## config.mk

```make
export PLATFORM = sky130hd
export DESIGN_NAME = spi_ram_sp
export DESIGN_NICKNAME = d
export VERILOG_FILES = /design/src/rtl/spi_ram_sp.sv
export SDC_FILE = /design/constraint.sdc
export NUM_CORES = 2
export LEC_CHECK = 0
export CAP_MARGIN = 25
export CORE_MARGIN = 10
export CORE_UTILIZATION = 35
export CTS_CLUSTER_SIZE = 12
export DETAILED_ROUTE_END_ITERATION = 7
export SETUP_SLACK_MARGIN = 0.4
export SLEW_MARGIN = 0
export SYNTH_ARGS = -nofsm -noshare
export SYNTH_HDL_FRONTEND = slang
export SYNTH_SLANG_ARGS = --single-unit
export TNS_END_PERCENT = 30
```

## constraint.sdc

```tcl
create_clock -name clk -period 3.5 [get_ports clk]
set_input_delay 0.525 -clock clk [delete_from_list [all_inputs] [get_ports clk]]
set_output_delay 0.525 -clock clk [all_outputs]
set_load 0.02 [all_outputs]
```

## src/rtl/spi_ram_sp.sv

```systemverilog
// spi_ram_sp: single-port byte RAM driven by 10-bit SPI slave command words.
// din[9:8] selects the command: 00 set write address, 01 write byte,
// 10 set read address, 11 read byte (returned on dout with a tx_valid pulse).
// Build option: define RAM_ADDR_AUTOINC_EN to post-increment wr_addr after
// WR_DATA and rd_addr after RD_DATA, wrapping MEM_DEPTH-1 (or any
// out-of-range address) back to 0.
//
// Handshake: rx_valid is a level from the SPI slave. A command executes only
// on its rising edge, so a level held high runs once. tx_valid is a one-cycle
// pulse that marks dout as fresh read data. dout then holds until the next
// read. There is no backpressure in either direction.
module spi_ram_sp #(
    parameter int MEM_DEPTH = 256,
    parameter int ADDR_SIZE = 8
) (
    input  logic       clk,
    input  logic       rst_n,
    input  logic [9:0] din,
    input  logic       rx_valid,
    output logic [7:0] dout,
    output logic       tx_valid
);

    localparam int IDX_W = (MEM_DEPTH > 1) ? $clog2(MEM_DEPTH) : 1;

    localparam logic [1:0] OP_WR_ADDR = 2'b00;
    localparam logic [1:0] OP_WR_DATA = 2'b01;
    localparam logic [1:0] OP_RD_ADDR = 2'b10;
    localparam logic [1:0] OP_RD_DATA = 2'b11;

    logic                 rx_valid_q;
    logic                 cmd_go;
    logic [1:0]           opcode;
    logic [ADDR_SIZE-1:0] wr_addr;
    logic [ADDR_SIZE-1:0] rd_addr;
    logic [IDX_W-1:0]     wr_idx;
    logic [IDX_W-1:0]     rd_idx;
    logic                 wr_in_range;
    logic                 rd_in_range;
    logic [7:0]           mem [MEM_DEPTH];

    // Rising-edge detection of rx_valid. rx_valid_q resets low, so a level
    // that is already high at reset release counts as a fresh command.
    assign cmd_go = rx_valid & ~rx_valid_q;
    assign opcode = din[9:8];

    // Addresses past MEM_DEPTH are legal register values and must not touch
    // the array. The index is trimmed to the array's own width.
    assign wr_in_range = 32'(wr_addr) < 32'(MEM_DEPTH);
    assign rd_in_range = 32'(rd_addr) < 32'(MEM_DEPTH);
    assign wr_idx      = wr_addr[IDX_W-1:0];
    assign rd_idx      = rd_addr[IDX_W-1:0];

`ifdef RAM_ADDR_AUTOINC_EN
    // Next sequential address. The last location and any out-of-range
    // address both wrap to 0.
    function automatic logic [ADDR_SIZE-1:0] wrap_inc(input logic [ADDR_SIZE-1:0] a);
        if (32'(a) >= 32'(MEM_DEPTH - 1)) begin
            return '0;
        end
        return a + ADDR_SIZE'(1);
    endfunction
`endif

    // Edge-detect register and the write/read address registers.
    always_ff @(posedge clk or negedge rst_n) begin
        if (!rst_n) begin
            rx_valid_q <= 1'b0;
            wr_addr    <= '0;
            rd_addr    <= '0;
        end else begin
            rx_valid_q <= rx_valid;
            if (cmd_go) begin
                case (opcode)
                    OP_WR_ADDR: wr_addr <= din[ADDR_SIZE-1:0];
                    OP_RD_ADDR: rd_addr <= din[ADDR_SIZE-1:0];
`ifdef RAM_ADDR_AUTOINC_EN
                    OP_WR_DATA: wr_addr <= wrap_inc(wr_addr);
                    OP_RD_DATA: rd_addr <= wrap_inc(rd_addr);
`endif
                    default: ;
                endcase
            end
        end
    end

    // Memory array write. It is not reset, so contents survive rst_n.
    // Out-of-range writes are dropped.
    always_ff @(posedge clk) begin
        if (cmd_go && (opcode == OP_WR_DATA) && wr_in_range) begin
            mem[wr_idx] <= din[7:0];
        end
    end

    // Read port. tx_valid pulses for one cycle per RD_DATA strobe, and dout
    // holds the last read. Out-of-range reads return 0.
    always_ff @(posedge clk or negedge rst_n) begin
        if (!rst_n) begin
            dout     <= 8'h00;
            tx_valid <= 1'b0;
        end else begin
            tx_valid <= cmd_go && (opcode == OP_RD_DATA);
            if (cmd_go && (opcode == OP_RD_DATA)) begin
                dout <= rd_in_range ? mem[rd_idx] : 8'h00;
            end
        end
    end

endmodule

```

# Yosys cells after proc, flatten, opt, wreduce, memory -nomap -nowiden
# Memories as Yosys holds them, arrays and structs flattened. A register that Yosys moved wholly into a read port is not among the register bits.
# Cells that the tools add are included.
# op_classes
eq_ne,3
n_mux,2
bitwise,2
reduce_logical,6
# op_table
op,n
$eq 2x2->1 const B,2
$reduce_and 2->1,2
$eq 2x1->1 const B,1
$logic_and 1x1->1,2
$logic_not 2->1,1
$mux 1,2
$and 1x1->1,1
$logic_not 1->1,1
$not 1->1,1
# totals
regBits,18
mem_bits_rw,2048
in_bits,13
output_inout_bits,9
mem_count,1
# mem_list
memory,depth,word_bits,rd,rd_ports_with_merged_regs,wr,line,source
mem,256,8,1,1,1,40,logic [7:0] mem [MEM_DEPTH];

# Longest topological paths before layout
# logic_depth
word_depth,5
ltp_mapped,12

# Least setup slack after synthesis
# OpenSTA, ideal clock, no wires.
# synth_timing
kind,input to register
start,in rx_valid
end,mem mem[102][0] (enable)
setup_ns,0.370
arrival_ns,2.262
slack_ns,0.868
stages,6
n_path_buf,2
cell_sequence,nand2b_1 > nor3b_1 > clkbuf_1 > nand3_1 > clkbuf_1 > nor2_1
# synth_between
elab_chain_cells,4
# synth_lines
item,line,source
start: declaration,19,"input logic rx_valid,"
$and 1x1->1,44,assign cmd_go = rx_valid & ~rx_valid_q;
$logic_and 1x1->1,90,if (cmd_go && (opcode == OP_WR_DATA) && wr_in_range) begin
$mux 1,90,
$mux 1 (not written as such),91,mem[wr_idx] <= din[7:0];
end: declaration,40,
# Every way passes these cells.

==> results.md <==
* Worst rel slew slack at 0.222
* Clock skew at 27.7 ps
* Final Power at 57.6 mW
* Final Wtd Congestion at 0.874
* Antenna violations before repair at 3
* Top sig layer: met4
* WP buf/inv at 3
* Least-Margin Pin Slew at 1170 ps
* Tcrit/Tclk final at 0.895
* Final cell count without fillers at 7715
* CP endpoint kind: register
* Mean Syn Cell Area at 20.1 µm²
* CP cell instances: buf_4, nand3b_1, buf_12, o22ai_1, a211oi_1, buf_4, o31ai_2, nand3_1, nor4_4, a211o_1
* Detail Route met3 WL at 18.3 mm
* CTS tree: built
* Critical path launch point type: register
* First-pass GRT wire length at 314 mm
* Post-detail-place hpwl at 142 mm
* Critical Path RT at 4270 ps
* Cell variety after synth at 65
* Die X-Extent at 501 µm
* Clock slew at reported path FFs at 60 ps
* Post-route setup slack at 366 ps
* FP Rows at 176
* Cts bufs inserted at 207
* Initial core utilization at 0.352
* Final setup violation count at 0
* Vias at 42400
* M1 wire length at 89.9 mm
* First-iteration detailed-routing DRC count at 4860
* DRC at 0
* Post-synth top flop: edfxtp_1
* Maximum fanout along the worst path at 23
* Core area at 230000 µm²
* Status: complete, no violations
* PortBufs at 21
* DR pass1 iterations at 6
* Synth warn at 0
* Min-Delay Path Class: in -> async
* Worst EP arrival at 3900 ps
* Number of flops mapped to enable cells by yosys at 2048
* Post-Place Setup Slack at -96.7 ps
* Wire per inst at 28.5 µm
* CP most frequent cell: buf_4
* Vias in the first global route at 42300
* Synth Register Bits at 2074
* Die ar. at 251000 µm²
* Mapped Cells at 4015
* Final max-slew violation count at 0
* CP Depth at 10
* Final Core Density at 0.411
* Critical Path Max Stage Delay at 510 ps
* CP Class: reg -> reg
* Mapped cell area at 80800 µm²
* Number of hold buffers added after cts at 0
* Reg2Reg Depth at 10
* Final Net Count at 4564
* Count of final hold-check violations at 0
* Skew-Pair Late Insertion Delay at 830 ps
* Crit path time final at 3130 ps
* CP delay by family, top: compound AO/OA/AOI/OAI gates
* Largest net degree at the start of global routing at 129
* Final ANT Viol Nets at 0
* WL met2 at 104 mm
* Vias per cell at 5.50
* Max Freq at 0.319 GHz
* Max-Cap Viols at 0
* Fin Setup TNS at 0 ps
* Drt total wl at 220 mm
* Number of placed instances, taps included at 7362
* Post-synth net total at 4028
* Clk buf depth at 3
* Gr ovfl total at 0
* CTS Root Cell: clkbuf_16
* Clk sink count at 2074
* Ports at 22
* Peak supply drop at 0.000434 V
* Power density cells at 610 nW/µm²
* Seq/Total Area, Yosys at 0.769
* Layout cells sized above 1 at 0.259
* Total Routing Usage GR at 0.171
* Lkg Pwr at 30.2 nW
* DIE HEIGHT at 501 µm
* RSZ-0062 raised after global routing: yes
* P&R area growth vs syn at 16.8%
* Async SR Flop Fraction at 0.0125
* Critical Path Slowest Stage Cell: dfrtp_2
* CTS H-tree lvls at 4
synth_stat cells (all sizes together) (3+ instances only):
cell	number	area, µm²
nor3	19	95.1
nand2	127	477
nor4	5	31.3
a32oi	8	70.1
nor3b	3	27.5
buf	130	1240
edfxtp	2048	61500
and2	6	37.5
nand3	46	230
clkbuf	112	424
o21ai	33	165
a22o	6	52.6
a2111oi	8	76.3
or3b	3	26.3
o31ai	3	22.5
dfrtp	26	651
a211oi	64	485
a211o	4	35.0
nand4	16	100
o221ai	54	473
a21oi	44	220
nor2b	13	81.3
mux4	355	8000
o22ai	116	726
a22oi	72	541
a31oi	9	56.3
or3	5	31.3
mux2	13	146
o211ai	8	65.1
nand3b	4	30.0
mux2i	334	3340
nor2	282	1060
inv	5	18.8
a221oi	9	91.3
nand2b	6	37.5
cell usage in the layout, fill, tap and decap left out, drive strengths merged, types with 9 or more instances in the layout:
cell type / netlist / routed
a211oi: 64 / 64
a21oi: 44 / 44
a221oi: 9 / 9
a22oi: 72 / 72
a31oi: 9 / 9
buf: 130 / 548
clkbuf: 112 / 293
clkdlybuf4s50: 0 / 13
clkinv: 1 / 44
dfrtp: 26 / 26
edfxtp: 2048 / 2048
inv: 5 / 14
mux2: 13 / 13
mux2i: 334 / 334
mux4: 355 / 355
nand2: 127 / 127
nand3: 46 / 46
nand4: 16 / 16
nor2: 282 / 282
nor2b: 13 / 13
nor3: 19 / 19
o21ai: 33 / 33
o221ai: 54 / 54
o22ai: 116 / 116
worst register-to-register path: stages, from the launching register on:
cell and delay (ps):
dfrtp_2 510, buf_4 340, nand3b_1 190, buf_12 210
o22ai_1 350, a211oi_1 130, buf_4 190, o31ai_2 370
nand3_1 230, nor4_4 400, a211o_1 160
layout make-up:
class / instances / area [µm²]
fillers: 20300 / 136000
flip-flops and latches: 2074 / 62200
multi-input cells: 1693 / 17200
clock buffers: 285 / 5630
repair buffers: 569 / 5050
well taps: 3026 / 3790
clock inverters: 60 / 561
inverters: 6 / 23.8
diodes: 2 / 5.00
flip-flops by register name, indices dropped and copies added, names as in the netlist:
register	flops
tx_valid	1
rd_addr	8
mem	2048
dout	8
wr_addr	8
rx_valid_q	1
cells by family after synthesis:
kind of cell,after synthesis,synth area share
compound gates,451,0.0395
buf+inv,248,0.0208
flops,2074,0.769
mux,702,0.142
simple gates,540,0.0285
what timing repair did:
action,in CTS,in global routing
pin swaps,0,2
endpoints found under the setup margin,8,8
endpoints found under the hold margin,0,0
setup buffers,2,4
gates resized for setup,13,16
power breakdown:
group,internal [mW],switching (mW),leakage (nW)
Sequential,27.4,0.274,18.7
Clock,11.7,9.03,3.01
Combinational,3.67,5.48,8.52
final timing paths:
path,startpoint,to,slack (ps)
min reg2reg,dout[5],dout[5],670
max,rd_addr[2],dout[1],370
min,rst_n,rx_valid_q,110
min in group clk,rx_valid,rx_valid_q,230
max in group asynchronous,rst_n,rd_addr[1],2960
max reg2reg,rd_addr[2],dout[1],370
per-layer routing:
layer  GRT usage  vias to the layer above
met4      0.0585                        0
met2       0.271                     1838
li1            -                    17700
met1       0.234                    22600
met5           0                        -
met3      0.0385                      327
metrics by stage:
step,cell area [µm²],hold slack (ps)
2_1_floorplan,80800,229
3_3_place_gp,88000,653
3_5_place_dp,88000,665
4_1_cts,94200,64.4
5_1_grt,94400,103
6_report,94400,111
Note: power is estimated with default switching activity, not from simulation.
